## src/rtl/min_max_seq.sv

```systemverilog
// Registered min/max LED bar display with handshaked configuration,
// internal blink generator, peak-hold and dot modes.
module min_max_seq #(
  parameter int unsigned VALSIZE   = 4,
  parameter int unsigned BLINK_DIV = 8
) (
  input  logic                    clk_i,
  input  logic                    rst_ni,
  input  logic                    cfg_valid_i,
  output logic                    cfg_ready_o,
  input  logic [2:0]              cfg_com_i,
  input  logic [VALSIZE-1:0]      cfg_min_i,
  input  logic [VALSIZE-1:0]      cfg_max_i,
  output logic                    cfg_err_o,
  input  logic                    val_valid_i,
  input  logic [VALSIZE-1:0]      val_i,
  output logic [(2**VALSIZE)-1:0] leds_o
);

  localparam int unsigned NLED = 2 ** VALSIZE;
  localparam int unsigned CW   = $clog2(BLINK_DIV);
  localparam int unsigned IW   = VALSIZE + 1;

  localparam logic [2:0] MODE_NORMAL = 3'b000;
  localparam logic [2:0] MODE_LINEAR = 3'b001;
  localparam logic [2:0] MODE_OFF    = 3'b010;
  localparam logic [2:0] MODE_ON     = 3'b011;
  localparam logic [2:0] MODE_PEAK   = 3'b100;
  localparam logic [2:0] MODE_DOT    = 3'b101;

  typedef enum logic [1:0] {
    S_INIT  = 2'd0,
    S_IDLE  = 2'd1,
    S_APPLY = 2'd2
  } state_t;

  state_t              state_q, state_d;
  logic                ready_q, ready_d;
  logic                err_q, err_d;
  logic [2:0]          com_q, com_d;
  logic [VALSIZE-1:0]  min_q, min_d;
  logic [VALSIZE-1:0]  max_q, max_d;
  logic [VALSIZE-1:0]  value_q, value_d;
  logic [VALSIZE-1:0]  peak_q, peak_d;
  logic [CW-1:0]       cnt_q, cnt_d;
  logic                phase_q, phase_d;
  logic [NLED-1:0]     leds_q, leds_d;

  logic accept;
  logic cfg_ok;
  logic take;

  assign accept = cfg_valid_i & ready_q;
  assign cfg_ok = (cfg_min_i <= cfg_max_i);
  assign take   = accept & cfg_ok;

  // Next-state for FSM, configuration, value/peak and blink generator
  always_comb begin
    state_d = state_q;
    com_d   = com_q;
    min_d   = min_q;
    max_d   = max_q;
    value_d = value_q;
    peak_d  = peak_q;
    cnt_d   = cnt_q;
    phase_d = phase_q;

    case (state_q)
      S_INIT:  state_d = S_IDLE;
      S_IDLE:  if (take) state_d = S_APPLY;
      S_APPLY: state_d = S_IDLE;
      default: state_d = S_INIT;
    endcase

    ready_d = (state_d == S_IDLE);
    err_d   = accept & ~cfg_ok;

    if (val_valid_i) value_d = val_i;

    if (take) begin
      com_d   = cfg_com_i;
      min_d   = cfg_min_i;
      max_d   = cfg_max_i;
      // Peak restarts from the new lower bound, then sees a same-cycle value
      peak_d  = cfg_min_i;
      if (val_valid_i && (val_i > cfg_min_i)) peak_d = val_i;
      cnt_d   = '0;
      phase_d = 1'b1;
    end else begin
      if (val_valid_i && (com_q == MODE_PEAK) && (val_i > peak_q)) peak_d = val_i;
      if (cnt_q == CW'(BLINK_DIV - 1)) begin
        cnt_d   = '0;
        phase_d = ~phase_q;
      end else begin
        cnt_d   = cnt_q + CW'(1);
      end
    end
  end

  // LED pattern from post-edge register values; indices held in IW bits
  always_comb begin
    logic [IW-1:0] lo, hi, v, pk, ix;
    logic          in_rng, pk_ok;
    leds_d = '0;
    lo     = {1'b0, min_d};
    hi     = {1'b0, max_d};
    v      = {1'b0, value_d};
    pk     = {1'b0, peak_d};
    ix     = '0;
    in_rng = (lo <= v) && (v <= hi);
    pk_ok  = (lo <= pk) && (pk <= hi);
    for (int i = 0; i < NLED; i++) begin
      ix = IW'(i);
      case (com_d)
        MODE_NORMAL: leds_d[i] = in_rng &&
                                 (((ix >= lo) && (ix <= v)) ||
                                  ((ix > v) && (ix <= hi) && phase_d));
        MODE_LINEAR: leds_d[i] = (ix <= v);
        MODE_OFF:    leds_d[i] = 1'b0;
        MODE_ON:     leds_d[i] = 1'b1;
        MODE_PEAK:   leds_d[i] = ((v >= lo) && (ix >= lo) && (ix <= v)) ||
                                 (pk_ok && (ix == pk));
        MODE_DOT:    leds_d[i] = (ix == v);
        default:     leds_d[i] = 1'b0;
      endcase
    end
  end

  always_ff @(posedge clk_i or negedge rst_ni) begin
    if (!rst_ni) begin
      state_q <= S_INIT;
      ready_q <= 1'b0;
      err_q   <= 1'b0;
      com_q   <= MODE_OFF;
      min_q   <= '0;
      max_q   <= '1;
      value_q <= '0;
      peak_q  <= '0;
      cnt_q   <= '0;
      phase_q <= 1'b1;
      leds_q  <= '0;
    end else begin
      state_q <= state_d;
      ready_q <= ready_d;
      err_q   <= err_d;
      com_q   <= com_d;
      min_q   <= min_d;
      max_q   <= max_d;
      value_q <= value_d;
      peak_q  <= peak_d;
      cnt_q   <= cnt_d;
      phase_q <= phase_d;
      leds_q  <= leds_d;
    end
  end

  assign cfg_ready_o = ready_q;
  assign cfg_err_o   = err_q;
  assign leds_o      = leds_q;

endmodule

```

## config.mk

```make
export PLATFORM = sky130hd
export DESIGN_NAME = min_max_seq
export DESIGN_NICKNAME = d
export VERILOG_FILES = /design/src/rtl/min_max_seq.sv
export SDC_FILE = /design/constraint.sdc
export NUM_CORES = 1
export LEC_CHECK = 0
export CAP_MARGIN = 0
export CORE_ASPECT_RATIO = 0.9
export CORE_MARGIN = 1
export CORE_UTILIZATION = 27
export DETAILED_ROUTE_END_ITERATION = 7
export PLACE_DENSITY = 0.55
export SYNTH_ARGS = -nofsm -noshare
export SYNTH_HDL_FRONTEND = slang
export SYNTH_SLANG_ARGS = --single-unit
```

## constraint.sdc

```tcl
create_clock -name clk_i -period 9.5 [get_ports clk_i]
set_clock_uncertainty 0.1 [all_clocks]
set_input_delay 1.9 -clock clk_i [delete_from_list [all_inputs] [get_ports clk_i]]
set_output_delay 1.9 -clock clk_i [all_outputs]
set_load 0.03 [all_outputs]
```

==> impl_metrics.yaml <==
power_and_ir_drop:
  power_uw: 1345
  ir_worst_vdd_mv: 0.08230
  powerDensity_mw_per_mm2: 306.3
  leakage_uw: 0.001850
sta:
  max_freq_mhz: 131.2
  slew_violations: 0
  hold_violations: 0
  relSlewSlack: 0.2546
  period_minus_slack_ns: 7.622
  tns_ns: 0
  setup_viol: 0
  whs_ns: 0.3487
  rsz0062_at_grt: "false"
  fin_ws_ns: 1.878
  min_period_over_period: 0.8023
  worst_slew_pin_slew_ns: 1.116
critical_path:
  arrival_ns: 7.71
  required_ns: 9.58
  path_class: "in2reg"
  cp-end-kind: "flip-flop"
  start_kind: "input port"
  rrSetupSlack_ns: 4.51
  path_max_fanout: 22
layout:
  diodes: 0
  final_common_cell: "dfrtp_1"
  mostFrequentLayoutCells: "dfrtp_1, nand2_1, clkdlybuf4s50_1"
  nets: 511
  area_growth_pct: 18.14
  drive_gt1_frac: 0.09850
  nFillCells: 1380
  fin_util: 0.3275
drt:
  first_pass_iters: 6
  routed_wirelength_um: 12950
  wl_met1_um: 5947
  drc: 0
  via_per_inst: 5.833
  wl_met3_um: 875
  via_count: 3704
  dr_wl_met2_um: 5707
  top_layer: "met4"
  drt_iter0_drc: 434
  ant_nets: 0
  wl_per_cell_um: 20.40
clocking:
  clockRootBuffer: "clkbuf_16"
  cts_buffers: 5
  clockBufferDepth: 2
  clk_pin_slew_ns: 0.06
  cts_hold_buf: 0
  clock-sinks: 43
  cts_tree: "yes"
  cts_setup_buffers: 0
  post_cts_resized: 0
  h-tree-depth: 2
  insertion_delay_ns: 0.29
global_routing:
  grt_pass1_vias: 3593
  overflow: 0
  antenna_found_initial: 0
  grt_pass1_wl_um: 20320
  grt_use_total: 0.1856
  grt_max_degree: 44
die:
  coreArea_mm2: 0.01341
  rows: 40
  die_area_mm2: 0.01425
  die_w_um: 125.7
  die_y_um: 113.3
  initial_core_util: 0.2772
  ioPinCount: 37
placed_design:
  place.gp.congestion: 0.9550
  preCtsSetupSlack_ns: 1.649
  hpwl_um: 10060
  io_buffers: 36
outcome:
  status: "finished, final reports clean"
synth:
  synth-edff-count: 0
  synth_cell_types: 74
  synthArstFlopShare: 1.000
  ys_seq_area_frac: 0.2914
  ys_seq_elements: 43
  synth_area_mm2: 0.003719
  synthCells: 435
  ys_warn_count: 0
  avgSynthCellArea_um2: 8.548
  syn_nets: 480
  synthFlopType: "dfrtp_1"
hold_path:
  hold_path_class: "reg2reg"
flow_run:
  cap_violations: 0
[where the power goes]
| group | switching, µW | internal [µW] | total [µW] |
|---|---|---|---|
| Sequential | 45.1 | 263 | 308 |
| Clock | 72.7 | 131 | 203 |
| Combinational | 532 | 301 | 834 |
[layout make-up]
class / instances / area (µm²) / share of cell area
Timing Repair Buffer: 41 / 392.9 / 0.08943
Tap cell: 168 / 210.2 / 0.04785
Clock buffer: 6 / 138.9 / 0.03161
Multi-Input combinational cell: 343 / 2412 / 0.5491
Clock inverter: 2 / 35.03 / 0.007975
Sequential cell: 43 / 1084 / 0.2467
Inverter: 32 / 120.1 / 0.02734
[metal layers]
metal | track usage | vias to the layer above
met4 | 0.07805 | 0
met5 | 0 | -
met1 | 0.2538 | 1755
met2 | 0.2885 | 186
met3 | 0.03168 | 40
li1 | - | 1723
[worst max-delay path, cell delays in order]
cell	delay, ns
clkdlybuf4s50_1	0.62
inv_1	0.16
ha_1	0.37
and4b_4	0.23
a2111oi_2	0.98
nor2_4	0.32
mux2_4	0.40
a211o_1	0.48
ha_1	0.37
nor2b_1	0.13
o21ai_0	0.13
inv_1	0.09
maj3_1	0.35
a22oi_1	0.48
nand4_1	0.32
o31ai_1	0.37
[registers in the layout, summed over array words and instances, names as in the netlist, 2 cells and up]
| signal | count |
|---|---|
| cnt_q | 3 |
| com_q | 3 |
| leds_o | 16 |
| max_q | 4 |
| min_q | 4 |
| peak_q | 4 |
| state_q | 2 |
| value_q | 4 |
[cells by family (layout without fill, tap and decap cells)]
logic type      after synthesis  count (layout)  share of synthesized area
compound gates              165             165                     0.3260
xor+xnor                      1               1                   0.002356
fa+ha+maj                    27              27                    0.09017
buf+inv                      49              81                    0.05989
flops                        43              43                     0.2914
mux                          13              13                    0.03802
simple gates                137             137                     0.1921
[synth_stat cells (4+ instances only)]
master	n	area, µm²
a211o_1	4	35.03
a211oi_1	6	45.04
a21boi_0	4	30.03
a21o_1	10	75.07
a21oi_1	23	115.1
a31oi_1	11	68.82
and3_1	5	31.28
buf_2	7	35.03
clkbuf_1	4	15.01
clkinv_1	4	15.01
dfrtp_1	37	925.9
dfstp_2	6	157.7
ha_1	26	325.3
inv_1	28	105.1
mux2_2	5	56.30
mux2i_1	7	70.07
nand2_1	36	135.1
nand2b_1	7	43.79
nand3_1	17	85.08
nand4_1	6	37.54
nor2_1	26	97.59
nor2b_1	4	25.02
nor3_1	13	65.06
o211ai_1	11	82.58
o21a_1	9	67.56
o21ai_0	27	135.1
o31ai_1	13	97.59
[stage by stage]
step	instance area, µm²	std cells
after floorplan	3719	435
after global placement	4219	627
after detailed placement	4219	627
after CTS	4393	635
after global routing	4393	635
final	4393	635
[final timing paths]
kind                              start         end  cells after the start
min                            cnt_q[0]    cnt_q[0]                      1
min in group asynchronous        rst_ni    cnt_q[0]                      1
max                        cfg_max_i[3]  leds_o[11]                     16
max in group asynchronous        rst_ni   leds_o[0]                      1
max reg2reg                 cfg_ready_o  leds_o[11]                     13
min reg2reg                    cnt_q[0]    cnt_q[0]                      1
No activity file was read; power rests on OpenSTA's default activity.
